--- src/rtl/pwm_ramp_sequencer_if.sv ---
// ============================================================================
// Module   : pwm_ramp_sequencer_if
// Brief    : Ramp request handshake between a requester and pwm_ramp_sequencer.
// Revision : 1.0 - initial release
// ============================================================================
`default_nettype none

interface pwm_ramp_sequencer_if #(
  parameter int INTERVAL_W = 16
);
  logic                  cfg_valid;
  logic                  cfg_ready;
  logic [15:0]           cfg_mask;
  logic [7:0]            cfg_target;
  logic [7:0]            cfg_step;
  logic [INTERVAL_W-1:0] cfg_interval;

  modport master (
    output cfg_valid,
    output cfg_mask,
    output cfg_target,
    output cfg_step,
    output cfg_interval,
    input  cfg_ready
  );

  modport slave (
    input  cfg_valid,
    input  cfg_mask,
    input  cfg_target,
    input  cfg_step,
    input  cfg_interval,
    output cfg_ready
  );
endinterface

`default_nettype wire

--- src/rtl/pwm_ramp_sequencer.sv ---
// ============================================================================
// Module   : pwm_ramp_sequencer
// Brief    : Enables masked PWM channels, then steps the global duty toward a
//            target at a fixed rate. Optional macro: PWM_RAMP_AUTODISABLE_EN.
// Revision : 1.0 - initial release
// ============================================================================
`default_nettype none

module pwm_ramp_sequencer #(
  parameter int INTERVAL_W = 16
) (
  input  wire logic             clk,
  input  wire logic             rst_n,
  pwm_ramp_sequencer_if.slave   cfg,
  input  wire logic             abort,
  output logic [7:0]            en_reg_out_7_0,
  output logic [7:0]            en_reg_out_15_8,
  output logic [7:0]            en_reg_pwm_7_0,
  output logic [7:0]            en_reg_pwm_15_8,
  output logic [7:0]            pwm_duty_cycle,
  output logic                  busy,
  output logic                  done
);

  typedef enum logic [1:0] {
    S_IDLE = 2'd0,
    S_RAMP = 2'd1,
    S_DONE = 2'd2
  } state_t;

  state_t                r_state;
  logic [7:0]            r_target;
  logic [7:0]            r_step;
  logic [INTERVAL_W-1:0] r_interval;
  logic [INTERVAL_W-1:0] r_cnt;
  logic [15:0]           r_en_out;
  logic [15:0]           r_en_pwm;
  logic [7:0]            r_duty;
  logic                  r_busy;
  logic                  r_done;

  logic [8:0]            w_up;
  logic [8:0]            w_dn;
  logic [7:0]            w_next_duty;
  logic [7:0]            w_step_in;
  logic [15:0]           w_done_en_out;
  logic [15:0]           w_done_en_pwm;

  // 9-bit sum/difference so the clamp to target also catches 0x00/0xFF wrap.
  always_comb begin
    w_up        = {1'b0, r_duty} + {1'b0, r_step};
    w_dn        = {1'b0, r_duty} - {1'b0, r_step};
    w_next_duty = r_target;
    if (r_duty < r_target) begin
      if (w_up < {1'b0, r_target}) begin
        w_next_duty = w_up[7:0];
      end
    end else if (!w_dn[8] && (w_dn[7:0] > r_target)) begin
      w_next_duty = w_dn[7:0];
    end
  end

  assign w_step_in = (cfg.cfg_step == 8'd0) ? 8'd1 : cfg.cfg_step;

`ifdef PWM_RAMP_AUTODISABLE_EN
  logic [15:0] r_mask;

  // A completed ramp down to zero releases the channels it was asked to drive.
  always_comb begin
    w_done_en_out = r_en_out;
    w_done_en_pwm = r_en_pwm;
    if (r_target == 8'd0) begin
      w_done_en_out = r_en_out & ~r_mask;
      w_done_en_pwm = r_en_pwm & ~r_mask;
    end
  end

  always_ff @(posedge clk or negedge rst_n) begin
    if (!rst_n) begin
      r_mask <= 16'h0000;
    end else if ((r_state == S_IDLE) && cfg.cfg_valid) begin
      r_mask <= cfg.cfg_mask;
    end
  end
`else
  assign w_done_en_out = r_en_out;
  assign w_done_en_pwm = r_en_pwm;
`endif

  always_ff @(posedge clk or negedge rst_n) begin
    if (!rst_n) begin
      r_state    <= S_IDLE;
      r_target   <= 8'h00;
      r_step     <= 8'h00;
      r_interval <= '0;
      r_cnt      <= '0;
      r_en_out   <= 16'h0000;
      r_en_pwm   <= 16'h0000;
      r_duty     <= 8'h00;
      r_busy     <= 1'b0;
      r_done     <= 1'b0;
    end else begin
      r_done <= 1'b0;
      case (r_state)
        S_IDLE: begin
          if (cfg.cfg_valid) begin
            r_target   <= cfg.cfg_target;
            r_step     <= w_step_in;
            r_interval <= cfg.cfg_interval;
            r_cnt      <= cfg.cfg_interval;
            r_en_out   <= r_en_out | cfg.cfg_mask;
            r_en_pwm   <= r_en_pwm | cfg.cfg_mask;
            r_busy     <= 1'b1;
            r_state    <= S_RAMP;
          end
        end
        S_RAMP: begin
          // Abort outranks both completion and a step due this cycle.
          if (abort) begin
            r_busy  <= 1'b0;
            r_state <= S_IDLE;
          end else if (r_duty == r_target) begin
            r_done   <= 1'b1;
            r_en_out <= w_done_en_out;
            r_en_pwm <= w_done_en_pwm;
            r_state  <= S_DONE;
          end else if (r_cnt != '0) begin
            r_cnt <= r_cnt - 1'b1;
          end else begin
            r_duty <= w_next_duty;
            r_cnt  <= r_interval;
          end
        end
        S_DONE: begin
          r_busy  <= 1'b0;
          r_state <= S_IDLE;
        end
        default: begin
          r_busy  <= 1'b0;
          r_state <= S_IDLE;
        end
      endcase
    end
  end

  assign cfg.cfg_ready     = (r_state == S_IDLE);
  assign en_reg_out_7_0    = r_en_out[7:0];
  assign en_reg_out_15_8   = r_en_out[15:8];
  assign en_reg_pwm_7_0    = r_en_pwm[7:0];
  assign en_reg_pwm_15_8   = r_en_pwm[15:8];
  assign pwm_duty_cycle    = r_duty;
  assign busy              = r_busy;
  assign done              = r_done;

endmodule

`default_nettype wire

--- src/flat_wrapper.sv ---
// flat-port wrapper written by rule: the top's interface ports become plain ports
module pwm_ramp_sequencer_flat 
#(
  parameter int INTERVAL_W = 16
)
  (clk, rst_n, abort, en_reg_out_7_0, en_reg_out_15_8, en_reg_pwm_7_0, en_reg_pwm_15_8, pwm_duty_cycle, busy, done, cfg_cfg_valid, cfg_cfg_mask, cfg_cfg_target, cfg_cfg_step, cfg_cfg_interval, cfg_cfg_ready);
  pwm_ramp_sequencer_if #(.INTERVAL_W(INTERVAL_W)) cfg_i ();
  input  wire logic clk;
  input  wire logic rst_n;
  input  wire logic abort;
  output logic [7:0] en_reg_out_7_0;
  output logic [7:0] en_reg_out_15_8;
  output logic [7:0] en_reg_pwm_7_0;
  output logic [7:0] en_reg_pwm_15_8;
  output logic [7:0] pwm_duty_cycle;
  output logic busy;
  output logic done;
  input wire logic [$bits(cfg_i.cfg_valid)-1:0] cfg_cfg_valid;
  input wire logic [$bits(cfg_i.cfg_mask)-1:0] cfg_cfg_mask;
  input wire logic [$bits(cfg_i.cfg_target)-1:0] cfg_cfg_target;
  input wire logic [$bits(cfg_i.cfg_step)-1:0] cfg_cfg_step;
  input wire logic [$bits(cfg_i.cfg_interval)-1:0] cfg_cfg_interval;
  output wire logic [$bits(cfg_i.cfg_ready)-1:0] cfg_cfg_ready;
  assign cfg_i.cfg_valid = cfg_cfg_valid;
  assign cfg_i.cfg_mask = cfg_cfg_mask;
  assign cfg_i.cfg_target = cfg_cfg_target;
  assign cfg_i.cfg_step = cfg_cfg_step;
  assign cfg_i.cfg_interval = cfg_cfg_interval;
  assign cfg_cfg_ready = cfg_i.cfg_ready;
  pwm_ramp_sequencer #(.INTERVAL_W(INTERVAL_W)) u_core (.clk(clk), .rst_n(rst_n), .cfg(cfg_i), .abort(abort), .en_reg_out_7_0(en_reg_out_7_0), .en_reg_out_15_8(en_reg_out_15_8), .en_reg_pwm_7_0(en_reg_pwm_7_0), .en_reg_pwm_15_8(en_reg_pwm_15_8), .pwm_duty_cycle(pwm_duty_cycle), .busy(busy), .done(done));
endmodule
--- config.mk ---
export PLATFORM = sky130hd
export DESIGN_NAME = pwm_ramp_sequencer_flat
export DESIGN_NICKNAME = d
export VERILOG_FILES = /design/src/rtl/pwm_ramp_sequencer_if.sv /design/src/rtl/pwm_ramp_sequencer.sv /design/src/flat_wrapper.sv
export SDC_FILE = /design/constraint.sdc
export NUM_CORES = 1
export LEC_CHECK = 0
export ABC_AREA = 1
export CAP_MARGIN = 10
export CORE_UTILIZATION = 55
export DETAILED_ROUTE_END_ITERATION = 10
export PLACE_DENSITY = 0.86
export SYNTH_ARGS = -nofsm -noshare
export SYNTH_HDL_FRONTEND = slang
export SYNTH_SLANG_ARGS = --single-unit
--- constraint.sdc ---
create_clock -name clk -period 6.77 [get_ports clk]
set_input_delay 1.0155 -clock clk [delete_from_list [all_inputs] [get_ports clk]]
set_output_delay 1.0155 -clock clk [all_outputs]
set_load 0.02 [all_outputs]
==> run metrics <==
outcome=completed; Worst Path Max Fanout=10; Main synth FF type=dfrtp_1; PortBufs=94; hold buffers post-CTS=0; syn nets=829; area leader, netlist=dfrtp_1; Pleak=3.45 nW; Die Y=105 um; Core ar.=10300 sq um; nets=916; Synth Register Bits=92; Fmax achieved=0.318 GHz; H-tree depth=3; largest net degree at the start of global routing=61; vias in the first global route=4996; latest clock arrival within the worst-skew pair=370 ps; global-route wire length before repair=23400 um; WP buf/inv=3; initial DRC count=346; Crit Path Class=flop to flop; fin worst setup slack=3620 ps; GR Layer Usage met3=8.42%; gpl congestion=0.919; Via-to-Cell Ratio=5.35; Post-DRT Antenna Nets=0; Max VDD drop=0.000193 V; total clock sinks=92; total grt overflow=0; slowest stage delay, CP=430 ps; Synth top cells by count=169 x nand2_1, 108 x inv_1, 92 x dfrtp_1; max cap viols=0; Post-Syn Area=5790 sq um; Slowest cell on crit path=dfrtp_1; Final min period=3150 ps; Finish-stage setup viols=0; Mapped Cells=734; final slew viol count=0; worst min path class=flop to flop; drt drc=0; top-count cell post-synth=nand2_1; DP HPWL=10200 um; Setup Buffers After CTS=0; Post-synth EDFFs=0; final setup TNS=0 ps; Avg Cell Area, Syn=7.89 sq um; Post-synth ARST share=100%; Critical Path RT=7030 ps; CTS resizes=0; post-synthesis sequential area ratio=39.8%; die area=10900 sq um; Slew headroom=43.7%; CTS tree=built; maximum clock path buffer count=2; CP startpoint kind=flop; Crit. End Element=flop; CP cell instances=inv_1, ha_1, inv_1, fa_1, nand3_1, nand2_1, nand2_1, nand3_1, nand2_1, inv_1, ha_1, nand2_1, nor2_1, nand4_1, nand3_4, nand2_1, nand3_1, nand2_1, nor2_1, nor2_1; drt wl/cell=14.4 um; top-area cell type share of the netlist area=39.8%; top cell family by delay on the critical path=simple AND/OR/NAND/NOR gates; # IOs=95; # rows=37; layout cells sized above 1=7.02%; distinct cell type count after synthesis=41; CTS clk-pin slew, worst paths=100 ps; final core occ=68.3%; final wirelength=13900 um; Starting Density=56.3%; Layout Skew=13.9 ps; final worst-path cycle share=46.5%; Area Growth Syn to Fin=21.3%; n_diodes=0; initial antenna violation count=1; unrepaired setup endpoints after global routing=no; synth top area cells=dfrtp_1 40%, nand2_1 11%, ha_1 8.9%; Arr. time, crit path=3410 ps; global-route met2 utilization=41.8%; FF/Latch Area=2300 sq um; GR Util met1=34.6%; GR peak layer=met2; DP Worst Slack=3660 ps; Synthesis Warnings=0; via count=5145; final-report hold violation count=0; measured slew at the worst slew-check pin=841 ps; Pwr Density=285 nW/um^2; die width=105 um; Worst path most repeated cell=nand2_1; CTS buffer count=9; Fillers=832; CTS Root Cell=clkbuf_8; drt first pass iters=6; GRT Total Usage=26.6%; Multi-input gate area=2930 sq um
-- placed cells by master (no fill, tap or decap), types with 3 or more instances in the layout --
cell type,instances
o21ai_0,37
nand2_2,5
nor2_2,3
a21oi_1,41
xnor2_1,4
a21oi_2,7
nand2_1,169
nor2_4,4
dfrtp_1,92
nand4_1,10
nand3_1,49
buf_4,3
a22oi_1,8
nand2_4,5
inv_2,8
xor2_1,7
ha_1,41
clkdlybuf4s50_1,93
nor3_1,6
inv_1,108
o21bai_1,32
nor2_1,51
o211ai_1,6
clkbuf_8,9
-- final timing paths --
path	from	endpoint	slack, ps	cells after the start
setup / recovery	u_core.pwm_duty_cycle[0]$_DFFE_PN0P_	u_core.pwm_duty_cycle[5]$_DFFE_PN0P_	3620	20
hold / removal	u_core.r_en_pwm[1]$_DFFE_PN0P_	u_core.r_en_pwm[1]$_DFFE_PN0P_	480	1
setup reg to reg	u_core.pwm_duty_cycle[0]$_DFFE_PN0P_	u_core.pwm_duty_cycle[5]$_DFFE_PN0P_	3620	20
hold reg to reg	u_core.r_en_pwm[1]$_DFFE_PN0P_	u_core.r_en_pwm[1]$_DFFE_PN0P_	480	1
max in group asynchronous	rst_n	u_core.r_en_out[4]$_DFFE_PN0P_	5090	2
min in group asynchronous	rst_n	u_core.r_interval[6]$_DFFE_PN0P_	580	1
-- logic make-up (layout without fill, tap and decap cells) --
group           count (synthesis)  count (layout)  share of synthesized area (%)
fa+ha+maj                      43              43                           9.55
buf+inv                       138             230                           9.62
xor+xnor                       11              11                           1.66
simple gates                  313             313                           24.8
flops                          92              92                           39.8
compound gates                137             137                           14.6
-- layout make-up --
cell class / instances / share of cell area, %
multi-input cells: 504 / 41.7
flip-flops and latches: 92 / 32.8
well taps: 136 / 2.42
inverters: 118 / 6.31
repair buffers: 96 / 13.6
clock inverters: 6 / 1.37
clock buffers: 10 / 1.82
-- per-layer routing --
metal | up-vias | routed length, um | part of all wire [%]
li1 | 2531 | - | -
met4 | 0 | 307 | 2.2
met1 | 2384 | 5960 | 43
met2 | 204 | 6400 | 46
met3 | 26 | 1210 | 8.7
met5 | - | 0 | 0
-- through the flow --
stage	cell area [sq um]	total power, mW	hold WS (ps)	instances
5_1_grt	7020	2.16	501	962
3_5_place_dp	6800	1.58	461	946
4_1_cts	7020	2.00	486	962
3_3_place_gp	6800	1.55	457	946
2_1_floorplan	5790	1.36	441	734
6_report	7020	2.00	480	962
-- sequential cells by signal (all words and copies together) (netlist names) --
| name | flops |
|---|---|
| u_core.r_cnt | 16 |
| u_core.r_en_out | 16 |
| u_core.r_en_pwm | 16 |
| u_core.r_interval | 16 |
| u_core.pwm_duty_cycle | 8 |
| u_core.r_step | 8 |
| u_core.r_target | 8 |
| u_core.r_state | 2 |
| u_core.busy | 1 |
| u_core.done | 1 |
-- power by group --
part           switching (mW)  internal [mW]
sequential             0.0859          0.654
combinational           0.535          0.305
clock                   0.207          0.213
No activity file was read; power rests on OpenSTA's default activity.
